==> config.mk <==
export PLATFORM = sky130hd
export DESIGN_NAME = matrix_read_sequencer
export DESIGN_NICKNAME = d
export VERILOG_FILES = /design/src/rtl/matrix_read_sequencer.sv
export SDC_FILE = /design/constraint.sdc
export NUM_CORES = 1
export LEC_CHECK = 0
export CAP_MARGIN = 20
export CORE_MARGIN = 10
export CORE_UTILIZATION = 33
export DETAILED_ROUTE_END_ITERATION = 10
export GPL_TIMING_DRIVEN = 0
export HOLD_SLACK_MARGIN = 0.1
export SLEW_MARGIN = 20
export SYNTH_ARGS = -nofsm -noshare
export SYNTH_HDL_FRONTEND = slang
export SYNTH_SLANG_ARGS = --single-unit
==> constraint.sdc <==
create_clock -name clk -period 2.4 [get_ports clk]
set_clock_uncertainty 0.15 [all_clocks]
set_input_delay 0.48 -clock clk [delete_from_list [all_inputs] [get_ports clk]]
set_output_delay 0.48 -clock clk [all_outputs]
set_load 0.02 [all_outputs]
==> src/rtl/matrix_read_sequencer.sv <==
// Streams a rows x cols sub-matrix out of a simple memory, one element
// per cycle, with a registered valid/ready output stage.
module matrix_read_sequencer #(
    parameter int DATA_WIDTH   = 8,
    parameter int SIZE         = 1024,
    parameter int ADDRESS_BITS = $clog2(SIZE + 1),
    parameter int MAX_DIM      = 16,
    parameter int DIM_BITS     = $clog2(MAX_DIM + 1)
) (
    input  logic                    clk,
    input  logic                    reset,
    input  logic                    start,
    input  logic [ADDRESS_BITS-1:0] base_address,
    input  logic [DIM_BITS-1:0]     num_rows,
    input  logic [DIM_BITS-1:0]     num_cols,
    input  logic [ADDRESS_BITS-1:0] row_stride,
    output logic                    busy,
    output logic                    done,
    output logic [ADDRESS_BITS-1:0] mem_read_address,
    input  logic [DATA_WIDTH-1:0]   mem_read_data,
    output logic                    out_valid,
    input  logic                    out_ready,
    output logic [DATA_WIDTH-1:0]   out_data,
    output logic                    out_last_col,
    output logic                    out_last
);

    typedef enum logic [1:0] {
        IDLE,
        RUN,
        DRAIN
    } state_t;

    localparam logic [DIM_BITS-1:0] LP_MAX = DIM_BITS'(MAX_DIM);
    localparam logic [DIM_BITS-1:0] LP_ONE = DIM_BITS'(1);

    state_t r_state;
    state_t w_state_next;

    logic [DIM_BITS-1:0]     r_rows;
    logic [DIM_BITS-1:0]     r_cols;
    logic [DIM_BITS-1:0]     r_row;
    logic [DIM_BITS-1:0]     r_col;
    logic [ADDRESS_BITS-1:0] r_stride;
    logic [ADDRESS_BITS-1:0] r_row_base;
    logic [ADDRESS_BITS-1:0] r_addr_hold;
    logic [DATA_WIDTH-1:0]   r_data;
    logic                    r_valid;
    logic                    r_last_col;
    logic                    r_last;
    logic                    r_done;

    logic [DIM_BITS-1:0]     w_rows_clamp;
    logic [DIM_BITS-1:0]     w_cols_clamp;
    logic                    w_zero_dim;
    logic                    w_start_idle;
    logic                    w_fetch;
    logic                    w_col_last;
    logic                    w_row_last;
    logic                    w_drain_hs;
    logic                    w_done_next;
    logic [ADDRESS_BITS-1:0] w_addr;

    assign w_rows_clamp = (num_rows > LP_MAX) ? LP_MAX : num_rows;
    assign w_cols_clamp = (num_cols > LP_MAX) ? LP_MAX : num_cols;
    assign w_zero_dim   = (w_rows_clamp == '0) || (w_cols_clamp == '0);
    assign w_start_idle = (r_state == IDLE) && start;

    assign w_fetch    = (r_state == RUN) && (!r_valid || out_ready);
    assign w_col_last = (r_col == r_cols - LP_ONE);
    assign w_row_last = (r_row == r_rows - LP_ONE);
    assign w_drain_hs = (r_state == DRAIN) && r_valid && out_ready;
    assign w_addr     = r_row_base + ADDRESS_BITS'(r_col);

    // State register
    always_ff @(posedge clk) begin
        if (reset) begin
            r_state <= IDLE;
        end else begin
            r_state <= w_state_next;
        end
    end

    // Next state and completion pulse
    always_comb begin
        w_state_next = r_state;
        w_done_next  = 1'b0;
        unique case (r_state)
            IDLE: begin
                if (start) begin
                    if (w_zero_dim) begin
                        w_done_next = 1'b1;
                    end else begin
                        w_state_next = RUN;
                    end
                end
            end
            RUN: begin
                if (w_fetch && w_col_last && w_row_last) begin
                    w_state_next = DRAIN;
                end
            end
            DRAIN: begin
                if (w_drain_hs) begin
                    w_state_next = IDLE;
                    w_done_next  = 1'b1;
                end
            end
            default: begin
                w_state_next = IDLE;
            end
        endcase
    end

    // Transfer parameters and walk counters
    always_ff @(posedge clk) begin
        if (reset) begin
            r_rows      <= '0;
            r_cols      <= '0;
            r_row       <= '0;
            r_col       <= '0;
            r_stride    <= '0;
            r_row_base  <= '0;
            r_addr_hold <= '0;
        end else begin
            if (w_start_idle) begin
                r_rows     <= w_rows_clamp;
                r_cols     <= w_cols_clamp;
                r_stride   <= row_stride;
                r_row_base <= base_address;
                r_row      <= '0;
                r_col      <= '0;
            end
            if (r_state == RUN) begin
                r_addr_hold <= w_addr;
            end
            if (w_fetch) begin
                if (w_col_last) begin
                    r_col      <= '0;
                    r_row      <= r_row + LP_ONE;
                    r_row_base <= r_row_base + r_stride;
                end else begin
                    r_col <= r_col + LP_ONE;
                end
            end
        end
    end

    // Registered output stage; holds while stalled
    always_ff @(posedge clk) begin
        if (reset) begin
            r_data     <= '0;
            r_valid    <= 1'b0;
            r_last_col <= 1'b0;
            r_last     <= 1'b0;
            r_done     <= 1'b0;
        end else begin
            r_done <= w_done_next;
            if (w_fetch) begin
                r_data     <= mem_read_data;
                r_valid    <= 1'b1;
                r_last_col <= w_col_last;
                r_last     <= w_col_last && w_row_last;
            end else if (w_drain_hs) begin
                r_valid    <= 1'b0;
                r_last_col <= 1'b0;
                r_last     <= 1'b0;
            end
        end
    end

    assign mem_read_address = (r_state == RUN) ? w_addr : r_addr_hold;
    assign busy             = (r_state != IDLE);
    assign done             = r_done;
    assign out_valid        = r_valid;
    assign out_data         = r_data;
    assign out_last_col     = r_last_col;
    assign out_last         = r_last;

endmodule

# After elaboration in Yosys (flattened, before gate mapping)
# Cells that the tools add are included.
[totals] reg_bits=67 latch_bits=0 ramBits=0 mem_bits_ro=0 input_bits=44 wordCells=71 memories=0
[classes] add_sub_neg=6 n_mul=0 div=0 n_lt_le_gt_ge=2 eq_ne=8 shift=0 mux=25 n_bitwise=0 n_reduce_logical=17
[ops] op="$mux W11" count=4
[ops] op="$mux W5" count=8
[ops] op="$add A11 B11 Y11" count=1
[ops] op="$add A11 B5 Y11" count=1
[ops] op="$add A5 B1 Y5 const B" count=2
[ops] op="$eq A5 B5 Y1" count=2
[ops] op="$gt A5 B5 Y1 const B" count=2
[ops] op="$logic_not A5 Y1" count=2
[ops] op="$sub A5 B1 Y5 const B" count=2
[ops] op="$mux W2" count=4
[ops] op="$ne A2 B2 Y1 const B" count=4
[ops] op="$logic_and A1 B1 Y1" count=7
[ops] op="$mux W1" count=7
[ops] op="$pmux W2 S3" count=1
[ops] op="$reduce_bool A2 Y1" count=3
[ops] op="$reduce_and A4 Y1" count=1
[ops] op="$eq A2 B1 Y1 const B" count=1
[ops] op="$eq A2 B2 Y1 const B" count=1
[ops] op="$logic_not A2 Y1" count=1
[ops] op="$logic_or A1 B1 Y1" count=2
[ops] op="$pmux W1 S2" count=1
[ops] op="$logic_not A1 Y1" count=1

# Longest topological paths before layout
[depth] ltp_word=7 ltp_mapped=9 depth_no_buf=7

# Least setup slack after synthesis
# Ideal clock, no wire load.
[synth_timing] path_type="register -> output" from="reg r_col[0]" to="out mem_read_address[10]" arrival_ns=2.106 required_time_ns=1.770 setup_slack_ns=-0.336 stages_incl_launch_ff=8 path_buffers=0 path_cell_list="dfxtp_1 > ha_1 > fa_1 > a21o_1 > a21o_1 > a21oi_1 > o21ai_0 > a31oi_1"
[synth_between] elab_chain_len=2
[synth_lines] item="from (decl)" line_no="43" text="logic [DIM_BITS-1:0] r_col;"
[synth_lines] item="from (signal assigned)" line_no="143" text="r_col <= r_col + LP_ONE;"
[synth_lines] item="$add A11 B5 Y11" line_no="73" text="assign w_addr = r_row_base + ADDRESS_BITS'(r_col);"
[synth_lines] item="$mux W11"
[synth_lines] item="to (decl)" line_no="19" text="output logic [ADDRESS_BITS-1:0] mem_read_address,"
# Every way passes these cells.

# Worst setup path after layout
[layout_timing] from="reg r_row_base[0]" to="out mem_read_address[6]"
[layout_between] elab_chain_len=2
[layout_lines] item="from (decl)" line_no="45" text="logic [ADDRESS_BITS-1:0] r_row_base;"
[layout_lines] item="from (signal assigned)" line_no="130" text="r_row_base <= base_address;"
[layout_lines] item="from (signal assigned)" line_no="141" text="r_row_base <= r_row_base + r_stride;"
[layout_lines] item="$add A11 B5 Y11" line_no="73"
[layout_lines] item="$mux W11"
# Every way passes these cells.

==> flow_summary.ini <==
[cts]
clock_path_buffers = 2
htree_levels = 3
clock_latency_ns = 0.33
clk_pin_slew_ns = 0.06
cts_tree = built
cts.sinks = 67
numCtsBuffers = 9
cts_hold_buf = 0
cts_root_buf = clkbuf_16

[global_route]
antenna_found_initial = 0
grt_max_degree = 13
grt_pass1_vias = 3830
grtUsageTotal = 0.142
grt_pass1_wl_mm = 18.9
gr-total-overflow = 0

[route]
wire_per_inst_um = 16.9
met2WireLength_mm = 5.48
via_per_inst = 5.25
first_pass_iters = 4
wl_met1_mm = 5.31
wl_met3_um = 762
top_layer = met4
drc = 0
ant_nets = 0
vias = 3648
drt_iter0_markers = 188
wirelength_mm = 11.7

[critical_path]
arrival_ns = 2.30
reg2reg_from = r_row_base[0]
endpoint_kind = output pin
critPathKind = register to output pin
critical_path.startpoint_type = register
cp_max_fo = 4
rrSetupSlack_ns = 0.09
worstRegToRegCells = 9
cp.required_ns = 1.77
r2r_end = r_addr_hold[8]

[synthesis]
async_reset_ff_frac = 0
synth_compound_area_frac = 0.237
yosysTopAreaCellShare = 0.356
synth_nets = 526
synth_top_flop_cell = dfxtp_1
netlist.top_cell.by_area = dfxtp_1
synth_area_per_cell_sq_um = 8.18
synth_edf_count = 0
synth_top_family_by_area = compound AO/OA/AOI/OAI gates
synth_area_leaders = dfxtp_1 36%, nand2_1 8.2%, a21oi_1 6.8%
syn_inst = 461
ys_seq_area_frac = 0.356
yosys_warnings = 0
post_synth_fa_ha_maj_area_fraction = 0.0737
ys_seq_elements = 67
netlist_area_sq_um = 3770
synth-xor-area-share = 0.0627
synthMuxAreaShare = 0.00266
yosys.area_share.simple = 0.224
synth.distinct_cells = 53

[place]
gp_congestion = 0.892
hpwl_mm = 8.53
dp_cells = 667
pre_cts_ws_ns = -0.670
port_buffers = 66

[sta]
rsz0062_at_grt = true
whs_ns = 0.306
finalHoldViolCount = 0
final.period_utilization = 1.22
layout_setup_ws_ns = -0.531
fmax_ghz = 0.341
maxSlewViolCount = 0
relSlewSlack = 0.587
period_needed_ns = 2.93
setup_viol = 8
worst_slew_pin_slew_ns = 0.620

[floorplanning]
core_area_sq_um = 11000
ios = 68
placement_rows = 38
die_y_um = 127
die_x_um = 127
die_area_sq_um = 16100
initial_utilization = 0.342

[pwr]
p_leak_nw = 1.96
vdd_drop_max_v = 0.000369
p_per_area_nw_per_um2 = 627

[finish]
n_antenna_cell = 0
drive_gt1_frac = 0.189
area_growth_pct = 41.0
nets = 615
layoutNonFillerInstCount = 695

[status]
status = complete, but fails checks
violations = setup timing

[worst_hold_path]
hold_end = out_data[3]
worstHoldPathCells = 2
hold_class = register to register
worstHoldStart = out_data[3]

[job]
maxCapViolations = 0
-- placed cells by master (no fill, tap or decap), types with 4 or more instances in the layout --
cell and count:
nand3b_1 8, nor3_1 15, nand2_1 82, xor2_1 11, and2_1 11, buf_6 6, nand3_1 14, nor2_1 11
ha_1 14, nand2b_1 5, a211oi_1 11, dfxtp_1 56, clkbuf_16 9, a21o_1 5, and3_1 4, buf_2 9
dfxtp_4 7, o21ai_2 5, a311oi_1 7, a21oi_2 4, buf_4 18, o21ai_0 4, clkbuf_1 12, clkdlybuf4s50_1 55
a221oi_2 4, o211ai_1 6, inv_1 12, xnor2_1 15, ha_4 5, a21oi_1 47, dfxtp_2 4
-- report_power, final --
part	internal (W)	switching, W
combinational	0.000305	0.000375
sequential	0.00117	0.0000599
clock	0.000911	0.000509
-- timing repair --
item	4_1_cts	5_1_grt
pin swaps	11	19
setup endpoints to repair	12	19
gates resized for setup	83	40
gates cloned	0	0
buffers inserted	7	6
-- state kept, by name, indices dropped and copies added (netlist names) --
register      count
r_rows            5
done              1
r_row_base       11
out_last_col      1
r_col             5
out_last          1
r_addr_hold      11
out_valid         1
r_state           2
r_cols            5
r_row             5
out_data          8
r_stride         11
-- cell type report --
cell class                      instances  area [sq um]
Fill cell                            1108          5720
Multi-Input combinational cell        356          2520
Sequential cell                        67          1370
Timing Repair Buffer                   78           737
Clock buffer                           10           229
Tap cell                              140           175
Buffer                                 26           140
Clock inverter                          6          90.1
Inverter                               12          45.0
-- cell families after synthesis --
| family | after synthesis |
|---|---|
| xor+xnor | 27 |
| buf+inv | 38 |
| compound gates | 133 |
| simple gates | 174 |
| mux | 1 |
| flops | 67 |
| fa+ha+maj | 21 |
-- worst max-delay path by stage --
| stage | from | end | slack [ns] | cells past startpoint |
|---|---|---|---|---|
| 2_1_floorplan | r_col[0] | mem_read_address[6] | -0.004 | 6 |
| 3_3_place_gp | r_row_base[0] | mem_read_address[10] | -0.67 | 8 |
| 3_5_place_dp | r_row_base[0] | mem_read_address[10] | -0.67 | 8 |
| 4_1_cts | r_row_base[0] | mem_read_address[10] | -0.55 | 8 |
| 5_1_grt | r_row_base[0] | mem_read_address[6] | -0.59 | 7 |
| 6_report | r_row_base[0] | mem_read_address[6] | -0.53 | 7 |
-- cells in the mapped netlist, types with 3 or more instances --
library cell and count:
nand2_1 82, ha_1 19, and2_1 11, a211oi_1 14
nor3_1 15, a21oi_1 51, nand4_1 3, and3_1 5
a31oi_1 4, o31ai_1 3, o211ai_1 6, o21ai_0 12
nand3_1 14, xor2_1 12, buf_1 3, inv_1 12
o22ai_1 3, a21o_1 6, or3_1 5, o21bai_1 3
nand2b_1 6, clkbuf_1 12, and4_1 3, buf_2 9
nand3b_1 8, a311oi_1 8, a221oi_2 4, xnor2_1 15
dfxtp_1 67, a211o_1 3, nor2_1 12
-- worst max-delay path: stages, from the launching register on --
cell	delay, ns
dfxtp_4	0.36
ha_4	0.16
fa_2	0.34
a21o_1	0.18
a21o_4	0.23
and3_4	0.17
or3_4	0.39
buf_6	0.14
-- through the flow --
stage / utilization / cell area, sq um / setup TNS (ns) / total power, W
2_1_floorplan: - / 3830 / -0.00384 / 0.00163
3_3_place_gp: 0.423 / 4670 / -5.10 / 0.00188
3_5_place_dp: 0.423 / 4670 / -5.40 / 0.00189
4_1_cts: 0.464 / 5120 / -2.82 / 0.00333
5_1_grt: 0.482 / 5310 / -3.04 / 0.00348
6_report: 0.482 / 5310 / -2.23 / 0.00333
-- layer usage --
metal / vias to the layer above / GRT usage
met5: - / 0
met1: 1686 / 0.170
met3: 10 / 0.0437
li1: 1853 / -
met2: 99 / 0.236
met4: 0 / 0.0482
Note: power is estimated with default switching activity, not from simulation.
